==> config.mk <==
export PLATFORM = sky130hd
export DESIGN_NAME = gtx_frame_rx
export DESIGN_NICKNAME = d
export VERILOG_FILES = /design/src/rtl/gtx_frame_rx.sv
export SDC_FILE = /design/constraint.sdc
export NUM_CORES = 1
export LEC_CHECK = 0
export ABC_AREA = 1
export CORE_MARGIN = 10
export CORE_UTILIZATION = 24
export DETAILED_ROUTE_END_ITERATION = 10
export PLACE_DENSITY_LB_ADDON = 0.05
export SLEW_MARGIN = 40
export SYNTH_ARGS = -nofsm -noshare
export SYNTH_HDL_FRONTEND = slang
export SYNTH_SLANG_ARGS = --single-unit
export TNS_END_PERCENT = 30
==> constraint.sdc <==
create_clock -name clk_i -period 2.2 [get_ports clk_i]
set_clock_uncertainty 0.2 [all_clocks]
set_input_delay 0.22 -clock clk_i [delete_from_list [all_inputs] [get_ports clk_i]]
set_output_delay 0.22 -clock clk_i [all_outputs]
set_load 0.005 [all_outputs]
==> src/rtl/gtx_frame_rx.sv <==
// rtl/gtx_frame_rx.sv - GTX 8b10b receive deframer with sequence/XOR check and lock FSM
module gtx_frame_rx #(
    parameter int WIDTH      = 16,
    parameter int LOCK_CNT   = 4,
    parameter int UNLOCK_CNT = 2,
    parameter int HOLD       = 1
) (
    input  logic             clk_i,
    input  logic             rst_n_i,
    input  logic [1:0]       ctrl_i,
    input  logic [15:0]      data_i,
    output logic [WIDTH-1:0] data_o,
    output logic             valid_o,
    output logic             locked_o,
    output logic [15:0]      err_cnt_o
);

    localparam int N_WORDS   = (WIDTH + 15) / 16;
    // Only the meaningful bits of the last payload word are stored; pad bits
    // take part in the XOR check but never reach data_o.
    localparam int LAST_BITS = WIDTH - 16 * (N_WORDS - 1);
    localparam logic [4:0] LAST_IDX = 5'(N_WORDS - 1);

    typedef enum logic [1:0] {P_IDLE, P_PAY, P_CHK} pstate_t;
    typedef enum logic [1:0] {L_HUNT, L_CONFIRM, L_LOCKED} lstate_t;

    pstate_t          pstate, p_next;
    lstate_t          lstate, l_next;
    logic [4:0]       idx;
    logic [15:0]      acc;
    logic [7:0]       seq_q;
    logic [7:0]       exp_seq;
    logic [WIDTH-1:0] payload;
    logic [3:0]       good_cnt, good_cnt_n;
    logic [3:0]       bad_cnt, bad_cnt_n;

    logic is_idle, is_sof, is_data;
    logic seq_ok;
    logic start, store, frame_good, frame_bad, stray;
    logic upd_data, drop_lock;

    assign is_idle = (ctrl_i == 2'b11) && (data_i == 16'hBCBC);
    assign is_sof  = (ctrl_i == 2'b01) && (data_i[7:0] == 8'hBC);
    assign is_data = (ctrl_i == 2'b00);
    assign seq_ok  = (lstate == L_HUNT) || (seq_q == exp_seq);

    // Parser state register
    always_ff @(posedge clk_i) begin
        if (!rst_n_i) begin
            pstate <= P_IDLE;
        end else begin
            pstate <= p_next;
        end
    end

    // Parser next state: an SOF anywhere mid-frame restarts a new frame
    always_comb begin
        p_next = pstate;
        case (pstate)
            P_IDLE: begin
                if (is_sof) p_next = P_PAY;
            end
            P_PAY: begin
                if (is_data)     p_next = (idx == LAST_IDX) ? P_CHK : P_PAY;
                else if (is_sof) p_next = P_PAY;
                else             p_next = P_IDLE;
            end
            P_CHK: begin
                p_next = is_sof ? P_PAY : P_IDLE;
            end
            default: p_next = P_IDLE;
        endcase
    end

    // Parser outputs: frame start/store strobes and the per-word frame verdict
    always_comb begin
        start      = 1'b0;
        store      = 1'b0;
        frame_good = 1'b0;
        frame_bad  = 1'b0;
        stray      = 1'b0;
        case (pstate)
            P_IDLE: begin
                if (is_sof)        start = 1'b1;
                else if (!is_idle) stray = 1'b1;
            end
            P_PAY: begin
                if (is_data) begin
                    store = 1'b1;
                end else begin
                    frame_bad = 1'b1;
                    start     = is_sof;
                end
            end
            P_CHK: begin
                if (is_data) begin
                    if ((data_i == acc) && seq_ok) frame_good = 1'b1;
                    else                           frame_bad  = 1'b1;
                end else begin
                    frame_bad = 1'b1;
                    start     = is_sof;
                end
            end
            default: ;
        endcase
    end

    // Frame datapath: sequence latch, word index, XOR accumulator, payload assembly
    always_ff @(posedge clk_i) begin
        if (!rst_n_i) begin
            idx     <= '0;
            acc     <= '0;
            seq_q   <= '0;
            payload <= '0;
        end else if (start) begin
            idx   <= '0;
            acc   <= '0;
            seq_q <= data_i[15:8];
        end else if (store) begin
            idx <= idx + 5'd1;
            acc <= acc ^ data_i;
            for (int w = 0; w < N_WORDS - 1; w++) begin
                if (idx == 5'(w)) payload[w*16 +: 16] <= data_i;
            end
            if (idx == LAST_IDX) payload[WIDTH-1 -: LAST_BITS] <= data_i[LAST_BITS-1:0];
        end
    end

    // Lock state register
    always_ff @(posedge clk_i) begin
        if (!rst_n_i) begin
            lstate <= L_HUNT;
        end else begin
            lstate <= l_next;
        end
    end

    // Lock next state and run counters, driven only by frame verdicts
    always_comb begin
        l_next     = lstate;
        good_cnt_n = good_cnt;
        bad_cnt_n  = bad_cnt;
        case (lstate)
            L_HUNT: begin
                if (frame_good) begin
                    if (LOCK_CNT == 1) begin
                        l_next     = L_LOCKED;
                        good_cnt_n = 4'd0;
                        bad_cnt_n  = 4'd0;
                    end else begin
                        l_next     = L_CONFIRM;
                        good_cnt_n = 4'd1;
                    end
                end
            end
            L_CONFIRM: begin
                if (frame_good) begin
                    good_cnt_n = good_cnt + 4'd1;
                    if (good_cnt + 4'd1 == 4'(LOCK_CNT)) begin
                        l_next     = L_LOCKED;
                        good_cnt_n = 4'd0;
                        bad_cnt_n  = 4'd0;
                    end
                end else if (frame_bad) begin
                    l_next     = L_HUNT;
                    good_cnt_n = 4'd0;
                end
            end
            L_LOCKED: begin
                if (frame_good) begin
                    bad_cnt_n = 4'd0;
                end else if (frame_bad) begin
                    bad_cnt_n = bad_cnt + 4'd1;
                    if (bad_cnt + 4'd1 == 4'(UNLOCK_CNT)) begin
                        l_next     = L_HUNT;
                        bad_cnt_n  = 4'd0;
                        good_cnt_n = 4'd0;
                    end
                end
            end
            default: l_next = L_HUNT;
        endcase
    end

    // Lock outputs: publish payload on good frames that end locked, note lock loss
    always_comb begin
        upd_data  = frame_good && (l_next == L_LOCKED);
        drop_lock = (lstate == L_LOCKED) && (l_next != L_LOCKED);
    end

    // Registered outputs, counters and expected sequence number
    always_ff @(posedge clk_i) begin
        if (!rst_n_i) begin
            data_o    <= '0;
            valid_o   <= 1'b0;
            locked_o  <= 1'b0;
            err_cnt_o <= '0;
            good_cnt  <= '0;
            bad_cnt   <= '0;
            exp_seq   <= '0;
        end else begin
            good_cnt <= good_cnt_n;
            bad_cnt  <= bad_cnt_n;
            valid_o  <= upd_data;
            locked_o <= (l_next == L_LOCKED);
            if (upd_data) begin
                data_o <= payload;
            end else if (drop_lock && (HOLD == 0)) begin
                data_o <= '0;
            end
            if (frame_good) exp_seq <= seq_q + 8'd1;
            if ((frame_bad || stray) && (err_cnt_o != 16'hFFFF)) begin
                err_cnt_o <= err_cnt_o + 16'd1;
            end
        end
    end

endmodule

==> results.md, run 1 <==
* Top layer in use: met4
* Outcome: finished, violations left
* Sink Count at 99
* Gr usage total at 0.1123
* Core Box Area at 0.02017 mm²
* Wl on met1 at 6858 µm
* Global-route wire length before repair at 24050 µm
* Routed wire length per instance at 13.17 µm
* Gpl congestion at 0.7939
* Max Cap Viol at 0
* Dpl ws at -0.6652 ns
* Hold path depth at 4
* Clock latency at the later pin of the worst-skew pair at 0.36 ns
* Highest Clock Rate at 0.4474 GHz
* Clk pin slew, worst setup/hold paths at 0.08 ns
* Grt total ovfl at 0
* Synth warn at 0
* Most frequent cells in the layout: 109 x nand2_1, 100 x buf_4, 86 x dfxtp_1
* Share of cells above drive strength 1 at 0.2762
* Die area at 0.02663 mm²
* Tightest Hold Check Type: in2reg
* Post-layout nets at 871
* Final core utilization at 0.3571
* Synth unique cells at 39
* Area contributors post-synth: dfxtp_1 40%, nand2_1 9.8%, nor2_1 6.9%, a21oi_1 6.6%, inv_1 5.9%
* Failing checks: negative setup slack
* Largest net degree at the start of global routing at 59
* Final critical-path required period at 2.235 ns
* Dominant cell type by area after synthesis: dfxtp_1
* Sequential element share of the synthesized area at 0.4028
* Crit-path max cell delay at 0.53 ns
* WP buf/inv at 3
* Synth top area share at 0.4028
* Number of buffers created by CTS at 9
* Design Area, Final at 0.007203 mm²
* Sink of the worst hold path: payload[6]
* P_leak at 2.946 nW
* Crit path cell chain: clkdlybuf4s50_1 > xnor2_2 > nand2_1 > nor2_1 > nand2_1 > nor2_4 > nand3_4 > inv_6 > nand3_4 > a21oi_4 > nand2_4 > nor2_8 > buf_12 > nor2_2 > nor2_1
* Most common cell after layout, fill and taps aside: nand2_1
* Non-filler instance count after layout at 1110
* Pin slew with the least headroom to its limit at 0.6240 ns
* Peak supply drop at 0.3584 mV
* Post-synthesis cell area at 0.004920 mm²
* HP Start: data_i[6]
* Area after DPL at 0.006469 mm²
* Syn avg cell area at 7.182 µm²
* Die width at 163.2 µm
* RSZ-0062 raised after global routing: true
* RR Endpoint: data_o[7]
* Iter 0 DRT Violations at 128
* Flop-to-flop setup slack at -0.03 ns
* Initial antenna violation count at 0
* Final setup vio count at 16
* Die H at 163.2 µm
* Final count of hold timing violations at 0
* Via count at 4769
* CTS tree: done
* Crit share post-route at 1.016
* Cell Rows at 52
* Relative slew slack at 0.5840
* Crit path max-delay family: simple AND/OR/NAND/NOR gates
* Mapped Nets at 721
* Vias per cell at 4.296
* Crit path capture type: register
* Highest-delay cell along the critical path: clkdlybuf4s50_1
* Initial Utilization at 0.2439
* Critical path class: in2reg
* Metal2 WL at 7100 µm
* Post-CTS Hold Fix Bufs at 0
* ANT cells at 0
* Final worst slack at -0.03529 ns
* Cell count after synthesis at 685
* Power Dens Cells at 532.8 mW/mm²
* Final Max Tran Viols at 0
* Final hold slack at 0.07425 ns
* Routed Antenna Nets at 0
* Post-placement cell count at 1087
* Clock Path Buffers at 2
* # IOs at 54
* PnR Total Power at 3.838 mW
* CTS root buf: clkbuf_16
* Reg2reg path depth at 14
* Worst r2r src: acc[10]
* Synthesis-stage register bit count at 99
* Total wire length at 14620 µm
* Crit path DAT at 2.34 ns
* Setup crit start kind: primary input
* First-pass iteration count of the detailed router at 4
* Synthesis-to-layout area growth at 46.41%
* IO Port Bufs at 53
* Vias in the first global route at 4691
* Largest fanout on the critical path at 8
* Setup TNS at -0.2843 ns
* Post-detail-place hpwl at 10750 µm
* Wire length on met3 at 401 µm
* Worst endpoint required time at 2.30 ns
* H-tree levels at 3
* DRC violation count after routing at 0
-- per-layer routing --
layer / track usage / vias to the layer above
met5: 0 / -
met4: 0.04508 / 0
met3: 0.02014 / 16
met2: 0.1918 / 51
met1: 0.1362 / 2169
li1: - / 2533
-- cell usage after synthesis --
cell,instances
o21bai_1,1
o21ai_0,38
nor3b_1,2
nor2_4,1
clkbuf_1,14
a21boi_4,1
clkinv_1,2
inv_2,9
dfxtp_1,99
o2111ai_1,1
nand4_1,24
nand2_2,3
xnor2_1,14
nor2_1,91
a211oi_1,9
nand3_2,1
nand3_1,26
buf_8,1
inv_6,1
nand3b_1,2
inv_1,77
nand3_4,1
nand2_4,2
nor3_1,14
or4_1,1
a211oi_2,1
buf_2,5
a21oi_2,2
or2_2,2
xor2_1,10
a21oi_1,65
ha_1,16
nor2_8,1
buf_1,1
nor4_1,5
nand2_1,128
nor2_2,10
a31oi_1,2
buf_4,2
-- state kept, by name, summed over array words and instances, names as in the netlist --
| signal | cells |
|---|---|
| payload | 16 |
| exp_seq | 8 |
| err_cnt_o | 16 |
| seq_q | 8 |
| lstate | 2 |
| pstate | 2 |
| valid_o | 1 |
| bad_cnt | 4 |
| idx | 5 |
| locked_o | 1 |
| acc | 16 |
| data_o | 16 |
| good_cnt | 4 |
-- worst max path at each step --
stage / start / to / cells past startpoint
final: data_i[10] / data_o[7] / 15
after global routing: acc[7] / data_o[9] / 16
after CTS: acc[11] / data_o[7] / 16
after detailed placement: data_i[14] / data_o[5] / 18
after global placement: data_i[14] / data_o[6] / 18
after floorplan: good_cnt[0] / data_o[0] / 16
-- final cells by class --
class / count / area (µm²)
clock buffers: 9 / 225.2
clock inverters: 7 / 92.59
fillers: 2178 / 12970
inverters: 89 / 346.6
multi-input cells: 475 / 2791
flip-flops and latches: 99 / 1998
well taps: 270 / 337.8
repair buffers: 161 / 1411
-- cell families after synthesis --
family	count (synthesis)	share of synthesized area
xor+xnor	24	0.04273
buf+inv	112	0.09155
flops	99	0.4028
compound gates	120	0.1343
fa+ha+maj	16	0.04069
simple gates	314	0.2879
-- power breakdown --
group          switching, mW  internal [mW]
logic                  0.163          0.138
registers            0.00809           1.80
clock network          0.809          0.916
total                  0.980           2.86
-- worst reg2reg max path: cells and delay by family, from the launching register on --
family,cells,cell delay [ns]
AOI/OAI and AO/OA,1,0.17
xor gates and xnor gates,1,0.19
buffers and inverters,2,0.24
DFF,1,0.34
and+or+nand+nor,10,1.06
-- what timing repair did --
action | 4_1_cts | 5_1_grt
resized for setup | 58 | 57
endpoints found under the setup margin | 42 | 69
cloned | 2 | 0
pin swaps | 27 | 30
buffers inserted | 2 | 5
(Power assumes the default switching activity.)
==> run 2, diff against run 1 <==
Clock period 2.2 ns to 2.6 ns, I/O delays scaled along.
==> results.md, run 2 (same netlist as run 1, synthesis figures left out) <==
* Critical path class: in2reg
* Final setup vio count at 0
* Vias per cell at 4.301
* Grt total ovfl at 0
* Setup crit start kind: primary input
* Crit path DAT at 2.49 ns
* Initial Utilization at 0.2439
* Total wire length at 13710 µm
* Sink Count at 99
* H-tree levels at 3
* Gpl congestion at 0.7883
* Crit share post-route at 0.9247
* Synthesis-to-layout area growth at 32.02%
* Flop pwr share at 0.495
* Max Cap Viol at 0
* Initial antenna violation count at 0
* Final Max Tran Viols at 0
* Post-placement cell count at 1045
* P_leak at 2.505 nW
* Largest fanout on the critical path at 10
* Gr usage total at 0.1044
* Die H at 163.2 µm
* Share of cells above drive strength 1 at 0.1530
* Routed Antenna Nets at 0
* Dpl ws at -0.3078 ns
* Largest net degree at the start of global routing at 59
* Post-detail-place hpwl at 10270 µm
* Clk pwr share at 0.432
* Cell Rows at 52
* Most common cell after layout, fill and taps aside: nand2_1
* Global-route wire length before repair at 22450 µm
* Net Sw Frac at 0.2568
* CTS root buf: clkbuf_16
* Post-CTS Hold Fix Bufs at 0
* Pin slew with the least headroom to its limit at 0.5981 ns
* Die area at 0.02663 mm²
* Routed wire length per instance at 12.92 µm
* Crit path capture type: register
* Via count at 4563
* Peak supply drop at 0.2726 mV
* DRC violation count after routing at 0
* Power Dens Cells at 477.0 mW/mm²
* Clock latency at the later pin of the worst-skew pair at 0.35 ns
* Non-filler instance count after layout at 1061
* Number of buffers created by CTS at 9
* Final critical-path required period at 2.404 ns
* Relative slew slack at 0.6013
* ANT cells at 0
* Int Power at 2.302 mW
* Core Box Area at 0.02017 mm²
* Vias in the first global route at 4499
* Iter 0 DRT Violations at 130
* Fillers at 2201
* Tightest Hold Check Type: in2reg
* Final worst slack at 0.1957 ns
* Clock Path Buffers at 2
* Outcome: complete, no violations
* Setup TNS at 0 ns
* IO Port Bufs at 53
* Clk pin slew, worst setup/hold paths at 0.08 ns
* # IOs at 54
* Final hold slack at 0.1521 ns
* Switching Power at 795.7 µW
* Post-layout nets at 822
* CTS tree: done
* Combinational power share at 0.072
* Highest Clock Rate at 0.4159 GHz
* Worst endpoint required time at 2.69 ns
* RSZ-0062 raised after global routing: true
* Final count of hold timing violations at 0
* First-pass iteration count of the detailed router at 4
* Most frequent cells in the layout: 128 x nand2_1, 99 x dfxtp_1, 87 x nor2_1
* Die width at 163.2 µm
-- run 2: cell count changes in the layout (fill, tap and decap cells not counted), sizes merged --
cell,previous run,this run
a21boi,2,1
buf,109,61
bufinv,1,0
clkdlybuf4s50,37,49
clkinv,3,4
clkinvlp,0,1
dlygate4sd2,7,0
dlymetal6s2s,8,3
inv,92,91
-- run 2: layout make-up --
cell class	count	area (µm²)	share of cell area
inverter	89	344.1	0.05298
clock buffer	9	225.2	0.03468
timing repair buffer	113	1012	0.1558
tap	270	337.8	0.05201
sequential	99	1982	0.3051
multi-input combinational	474	2526	0.3889
clock inverter	7	67.56	0.01040
-- run 2: worst paths after layout --
path | from | end | slack [ns] | cells after the start
worst max register to register | lstate[0] | err_cnt_o[14] | 0.23 | 13
worst max-delay path | data_i[1] | err_cnt_o[14] | 0.20 | 14
worst min register to register | payload[4] | payload[4] | 0.27 | 2
worst min-delay path | data_i[14] | payload[14] | 0.15 | 4
-- run 2: timing repair --
action | 4_1_cts | 5_1_grt
hold endpoints to repair | 0 | 0
resized for setup | 0 | 18
endpoints found under the setup margin | 0 | 30
setup buffers | 0 | 0
-- run 2: power groups by stage --
stage | Clock, mW | Combinational (mW) | Sequential, mW
4_1_cts | 1.40 | 0.229 | 1.53
3_3_place_gp | 0 | 0.228 | 1.57
2_1_floorplan | 0 | 0.0998 | 1.57
6_report | 1.34 | 0.224 | 1.53
5_1_grt | 1.47 | 0.251 | 1.54
3_5_place_dp | 0 | 0.227 | 1.57
-- run 2: critical path, stage by stage --
cell	delay [ns]
clkdlybuf4s50_1	0.59
xor2_2	0.20
nor2_1	0.07
nand2_1	0.12
nor2_4	0.07
nand2_1	0.05
nand2_1	0.04
nand2_1	0.10
nand2_2	0.11
a21boi_4	0.33
nand4_1	0.23
nor2_1	0.13
nand2_1	0.06
a21oi_1	0.13
-- run 2: metal layers --
metal	track usage	routed length (µm)
met5	0	0
met1	0.1239	6410
met3	0.02014	393
met2	0.1803	6671
met4	0.04262	238
-- run 2: metrics by stage --
stage / total power, mW / instance area (µm²) / util
after detailed placement: 1.797 / 6147 / 0.3048
after floorplan: 1.669 / 4920 / -
after CTS: 3.163 / 6440 / 0.3193
final: 3.098 / 6495 / 0.3220
after global placement: 1.798 / 6147 / 0.3048
after global routing: 3.253 / 6495 / 0.3220
